--- src/rtl/pipeline_hazard_ctrl.sv ---
// rtl/pipeline_hazard_ctrl.sv - stall/flush sequencer and MEM-stage SRAM handshake for the 5-stage pipeline
// Optional macro FORWARDING_EN: with it, only load-use hazards stall.
module pipeline_hazard_ctrl #(
  parameter int MEM_TIMEOUT = 64,
  parameter int CNT_W       = 16
) (
  input  logic             clk,
  input  logic             rst_n,
  input  logic             branch_taken,
  input  logic [3:0]       id_src1,
  input  logic [3:0]       id_src2,
  input  logic             id_src1_en,
  input  logic             id_src2_en,
  input  logic [3:0]       exe_dest,
  input  logic             exe_wb_en,
  input  logic             exe_mem_r_en,
  input  logic [3:0]       mem_dest,
  input  logic             mem_wb_en,
  input  logic             mem_r_en,
  input  logic             mem_w_en,
  input  logic             sram_ack,
  output logic             sram_req,
  output logic             pc_freeze,
  output logic             if_freeze,
  output logic             if_flush,
  output logic             id_flush,
  output logic             pipe_freeze,
  output logic             mem_err,
  output logic [CNT_W-1:0] stall_cnt
);

  localparam int TW = (MEM_TIMEOUT > 2) ? $clog2(MEM_TIMEOUT) : 1;

  typedef enum logic [1:0] {IDLE, REQ, DONE} state_t;

  state_t         state, state_n;
  logic [TW-1:0]  tmo_cnt;
  logic           tmo_hit;
  logic           mem_busy;
  logic           hazard;
  logic           stall;

  assign tmo_hit = (tmo_cnt == TW'(MEM_TIMEOUT - 1));

  always_comb begin
    state_n = state;
    case (state)
      IDLE:    if (mem_r_en | mem_w_en) state_n = REQ;
      REQ:     if (sram_ack | tmo_hit) state_n = DONE;
      DONE:    state_n = IDLE;
      default: state_n = IDLE;
    endcase
  end

`ifdef FORWARDING_EN
  assign hazard = exe_mem_r_en & exe_wb_en &
                  ((id_src1_en & (id_src1 == exe_dest)) |
                   (id_src2_en & (id_src2 == exe_dest)));
`else
  logic unused_exe_mem_r_en;
  assign unused_exe_mem_r_en = exe_mem_r_en;
  assign hazard = (id_src1_en & exe_wb_en & (id_src1 == exe_dest)) |
                  (id_src1_en & mem_wb_en & (id_src1 == mem_dest)) |
                  (id_src2_en & exe_wb_en & (id_src2 == exe_dest)) |
                  (id_src2_en & mem_wb_en & (id_src2 == mem_dest));
`endif

  // Freeze starts in the same cycle the access shows up in MEM, before REQ is registered.
  assign mem_busy    = ((state == IDLE) & (mem_r_en | mem_w_en)) | (state == REQ);
  assign stall       = hazard & ~branch_taken & ~mem_busy;
  assign pipe_freeze = mem_busy;
  assign pc_freeze   = mem_busy | stall;
  assign if_freeze   = mem_busy | stall;
  assign if_flush    = branch_taken & ~mem_busy;
  assign id_flush    = (branch_taken | stall) & ~mem_busy;

  always_ff @(posedge clk or negedge rst_n) begin
    if (!rst_n) begin
      state     <= IDLE;
      sram_req  <= 1'b0;
      tmo_cnt   <= '0;
      mem_err   <= 1'b0;
      stall_cnt <= '0;
    end else begin
      state    <= state_n;
      sram_req <= (state_n == REQ);
      if (state == REQ && state_n == REQ)
        tmo_cnt <= tmo_cnt + TW'(1);
      else
        tmo_cnt <= '0;
      if (state == REQ && tmo_hit && !sram_ack)
        mem_err <= 1'b1;
      if (pc_freeze && !(&stall_cnt))
        stall_cnt <= stall_cnt + CNT_W'(1);
    end
  end

endmodule
--- config.mk ---
export PLATFORM = sky130hd
export DESIGN_NAME = pipeline_hazard_ctrl
export DESIGN_NICKNAME = d
export VERILOG_FILES = /design/src/rtl/pipeline_hazard_ctrl.sv
export SDC_FILE = /design/constraint.sdc
export NUM_CORES = 1
export LEC_CHECK = 0
export BUFFER_PORTS_ARGS = -buffer_cell sky130_fd_sc_hd__buf_2
export CAP_MARGIN = 30
export CORE_AREA = 2 2 61 63
export CTS_CLUSTER_SIZE = 24
export DETAILED_ROUTE_END_ITERATION = 8
export DIE_AREA = 0 0 63 65
export PLACE_DENSITY_LB_ADDON = 0.1
export SYNTH_ARGS = -nofsm -noshare
export SYNTH_HDL_FRONTEND = slang
export SYNTH_SLANG_ARGS = --single-unit
--- constraint.sdc ---
create_clock -name clk -period 3 [get_ports clk]
set_input_delay 0.9 -clock clk [delete_from_list [all_inputs] [get_ports clk]]
set_output_delay 0.9 -clock clk [all_outputs]
set_load 0.01 [all_outputs]
Word-level counts from Yosys, hierarchy flattened
Index checks and enable logic that the tools add are counted.

storage, ports and cells
  register bits after elaboration = 26
  input port bits = 27
  output and inout port bits = 23

operators by class
  add/subtract/negate cells = 2
  equality and inequality tests = 7
  multiplexer cells = 4
  bitwise logic cells = 23
  reductions and logical operators = 8

operators with widths
  kind                                                             count
  16-bit by 1-bit adder with 16-bit output, second input constant  1
  4-bit == test                                                    4
  16-bit AND reduction                                             1
  1-bit AND                                                        13
  1-bit OR                                                         8
  6-bit by 1-bit adder with 6-bit output, second input constant    1
  6-bit == test, second input constant                             1
  6-bit two-way mux                                                1
  2-bit by 1-bit == test with 1-bit output, second input constant  2
  1-bit logical AND                                                4
  2-bit two-way mux                                                2
  2-bit one-hot mux with 2 select lines                            1
  1-bit logical NOT                                                2
  2-bit logical NOT                                                1
  1-bit NOT                                                        2

Depth between registers and ports, before layout
  depth in word-level cells = 9
  gate-level depth with buffers = 7
  mapped depth without buffers = 7

Worst setup path after synthesis
Ideal clock, no wire load.

  path type = input to output
  start = input port exe_dest[0]
  end = output port pc_freeze
  data arrival time = 2.135 ns
  setup slack = -0.035 ns
  stages on the path = 7
  cell sequence = xor2_1 > nor3_1 > nand4_1 > a41oi_4 > buf_6 > or2_2 > buf_4

on the way
  longest elaborated chain between the ends = 8
  elaborated cells on any way between the ends = 10
  those cells by class = 2 x eq/ne; 8 x bitwise

RTL lines
  element                    RTL line  source
  start, declared            14        input logic [3:0] exe_dest,
  4-bit == test              62        assign hazard = (id_src1_en & exe_wb_en & (id_src1 == exe_dest)) |
  1-bit AND                  62
  1-bit OR                   62
  1-bit OR *                 63        (id_src1_en & mem_wb_en & (id_src1 == mem_dest)) |
  1-bit OR *                 64        (id_src2_en & exe_wb_en & (id_src2 == exe_dest)) |
  1-bit AND * (2 in series)  70        assign stall = hazard & ~branch_taken & ~mem_busy;
  1-bit OR *                 -
  end, declared              23        output logic pc_freeze,

Mark *: on every way between the ends. The rest lies on a longest branch, timed or not.

Worst setup path after layout
  start = input port id_src2[2]
  end = output port pc_freeze

on the way
  longest elaborated chain between the ends = 7
  elaborated cells on any way between the ends = 9
  those cells by class = 2 x eq/ne; 7 x bitwise

RTL lines
  element                    RTL line  source
  start, declared            11        input logic [3:0] id_src2,
  4-bit == test              64
  1-bit AND                  64
  1-bit OR                   63
  1-bit OR *                 64
  1-bit AND * (2 in series)  70
  1-bit OR *                 72        assign pc_freeze = mem_busy | stall;

Marked as above.

==> results.sh <==
export IMPL_final_cell_mix="38 x buf_2, 26 x dfrtp_1, 19 x xnor2_1"
export IMPL_dp_cells=232
export IMPL_wl_per_cell_um=13.3
export IMPL_powerDensity_nw_per_um2=606
export IMPL_synth_edf_count=0
export IMPL_routed_wl_um=3140
export IMPL_dieArea_um2=4100
export IMPL_antenna_cells=0
export IMPL_ys_async_sr_fraction=1.00
export IMPL_avgSynthCellArea_um2=10.6
export IMPL_via_per_inst=5.04
export IMPL_yosys_area_top_type="dfrtp_1"
export IMPL_clock_sinks=26
export IMPL_r2r_start="stall_cnt[0]"
export IMPL_drt_iter0_drc=34
export IMPL_cpMaxStageDelayCell="a41oi_4"
export IMPL_synth_seq_cells=26
export IMPL_min_to="tmo_cnt[0]"
export IMPL_crit_fanout=2
export IMPL_reg2reg_slack_ps=800
export IMPL_cp_cell_sequence="buf_6, xor2_1, nor3_2, nand4_1, a41oi_4, or2_4, buf_6"
export IMPL_final_common_cell="buf_2"
export IMPL_syn_cell_area_um2=1450
export IMPL_yosysWarnings=0
export IMPL_grt_max_degree=27
export IMPL_hold_ws_ps=467
export IMPL_slew_headroom=0.624
export IMPL_syn_nets=166
export IMPL_worst_ep_arrival_time_ps=2090
export IMPL_worstSkewPairLatency_ps=320
export IMPL_io_buffers=48
export IMPL_postCtsHoldBufs=0
export IMPL_hold_depth=1
export IMPL_synth_cells=137
export IMPL_htree_levels=1
export IMPL_gp_congestion=0.738
export IMPL_max_vdd_ir_drop_v=0.000360
export IMPL_clockBufferDepth=2
export IMPL_min_from="tmo_cnt[0]"
export IMPL_grt_util_met3=0.0399
export IMPL_drc=0
export IMPL_fp_dieW_um=63
export IMPL_yosysSeqAreaShare=0.448
export IMPL_cts_tree="yes"
export IMPL_grt_overflow_total=0
export IMPL_final_core_util=0.540
export IMPL_grt_setup_unrepaired="yes"
export IMPL_antenna_found_initial=0
export IMPL_netlist_cell_type_count=32
export IMPL_top_usage_layer="met2"
export IMPL_fin_crit_sh=0.995
export IMPL_synth_top_area_frac=0.448
export IMPL_num_rows=22
export IMPL_grt_util_met2=0.271
export IMPL_finalClockSkew_ps=5.97
export IMPL_core_area_um2=3500
export IMPL_start_kind="input port"
export IMPL_cts_made_buffers=3
export IMPL_final_max_slew_viol_count=0
export IMPL_period_needed_ps=2990
export IMPL_dr_pass1_iters=4
export IMPL_hold_viol=0
export IMPL_path_buf_inv=2
export IMPL_die_h_um=65
export IMPL_worst_r2r_cell_count=7
export IMPL_grt_pass1_wl_um=5230
export IMPL_critPathKind="input port to output pin"
export IMPL_grt_use_total=0.161
export IMPL_syn2layout_area_growth_pct=30.1
export IMPL_r2r_end="stall_cnt[1]"
export IMPL_crit_family="simple AND/OR/NAND/NOR gates"
export IMPL_root_buffer="clkbuf_4"
export IMPL_crit_path_end_kind="output pin"
export IMPL_ioPinCount=50
export IMPL_maxCapViolCount=0
export IMPL_clk_pin_slew_worst_paths_ps=140
export IMPL_first_global_vias=1143
export IMPL_p_leak_nw=0.907
export IMPL_path_common_cell="buf_6"
export IMPL_layout_nets=219
export IMPL_initial_core_util=0.415
export IMPL_vias=1194
export IMPL_drtAntennaViolNets=0
export IMPL_max_freq_ghz=0.335
export IMPL_layout_cells_non_filler=237
export IMPL_grtUsageMet1=0.209
export IMPL_tightest_slew_ps=563
export IMPL_tns_ps=0
export IMPL_crit_required_ps=2100
export IMPL_hpwl_um=2350
export IMPL_min_path_type="flip-flop to flip-flop"
export IMPL_setup_viol=0
export IMPL_ys_top_cells_by_area="dfrtp_1 45%, xnor2_1 11%, xor2_1 8.4%"
export IMPL_drive_gt1_frac=0.344
export IMPL_synth_top_flop_cell="dfrtp_1"
export IMPL_status="complete, no violations"
export IMPL_slowest_delay_ps=260
[area by class of cell]
type | count | area [µm²]
clock buffers | 3 | 22.5
clock inverters | 1 | 30.0
fillers | 332 | 1610
inverters | 2 | 7.51
multi-input cells | 106 | 796
flip-flops and latches | 26 | 651
well taps | 48 | 60.1
repair buffers | 51 | 322
[Yosys cell counts, types with 2 or more instances]
| cell type | count |
|---|---|
| o21a_1 | 2 |
| xor2_1 | 14 |
| nand2_1 | 4 |
| nand4_1 | 6 |
| and3_1 | 8 |
| nor3_1 | 5 |
| xnor2_1 | 19 |
| nor2_1 | 12 |
| or2_2 | 2 |
| ha_1 | 2 |
| and2_1 | 4 |
| nand3_1 | 3 |
| o21ai_0 | 2 |
| inv_1 | 2 |
| nor3b_1 | 2 |
| o2111ai_1 | 5 |
| dfrtp_1 | 26 |
| o211ai_1 | 5 |
[power breakdown]
part           internal (mW)  total [mW]  switching, mW
Combinational          0.207       0.413          0.206
Clock                  0.135       0.235         0.0997
Sequential             0.427       0.496         0.0681
[stage by stage]
stage | power, mW | cell area, µm² | setup WS [ps]
2_1_floorplan | 0.747 | 1460 | 2.22
3_3_place_gp | 0.885 | 1750 | 12.7
3_5_place_dp | 0.896 | 1750 | -57.6
4_1_cts | 1.15 | 1840 | 5.86
5_1_grt | 1.23 | 1890 | -41.1
6_report | 1.14 | 1890 | 13.9
[registers in the layout (all words and copies together) (netlist names)]
signal and count:
mem_err 1, sram_req 1, stall_cnt 16, state 2, tmo_cnt 6
[metal layers]
layer  up-vias  share of wire
met4         0         0.0035
li1        594              -
met1       574           0.43
met5         -              0
met2        24           0.52
met3         2          0.041
[cells by family (layout without fill, tap and decap cells)]
kind of cell,Yosys count,count (layout),share of synthesized area
mux,1,1,0.00776
compound gates,21,21,0.126
buf+inv,5,57,0.0207
simple gates,49,49,0.181
xor+xnor,33,33,0.199
fa+ha+maj,2,2,0.0172
flops,26,26,0.448
[worst max path at each step]
| stage | start | cells after the start | endpoint |
|---|---|---|---|
| after floorplan | mem_dest[2] | 7 | pc_freeze |
| after global placement | mem_dest[2] | 7 | pc_freeze |
| after detailed placement | mem_dest[2] | 7 | pc_freeze |
| after CTS | mem_dest[2] | 7 | pc_freeze |
| after global routing | mem_dest[2] | 7 | pc_freeze |
| final | id_src2[2] | 7 | pc_freeze |
[worst reg2reg max path, cell delays in order, from the launching register on]
cell     delay (ps)
dfrtp_1         420
ha_1            180
and3_1          170
and3_1          260
and3_1          250
nand3_1         270
o21ai_2         200
mux2_2          360
[what timing repair did]
item | in CTS | in global routing
gates resized for setup | 6 | 10
setup endpoints to repair | 2 | 3
buffers inserted | 1 | 0
pin swaps | 8 | 10
Note: power is estimated with default switching activity, not from simulation.
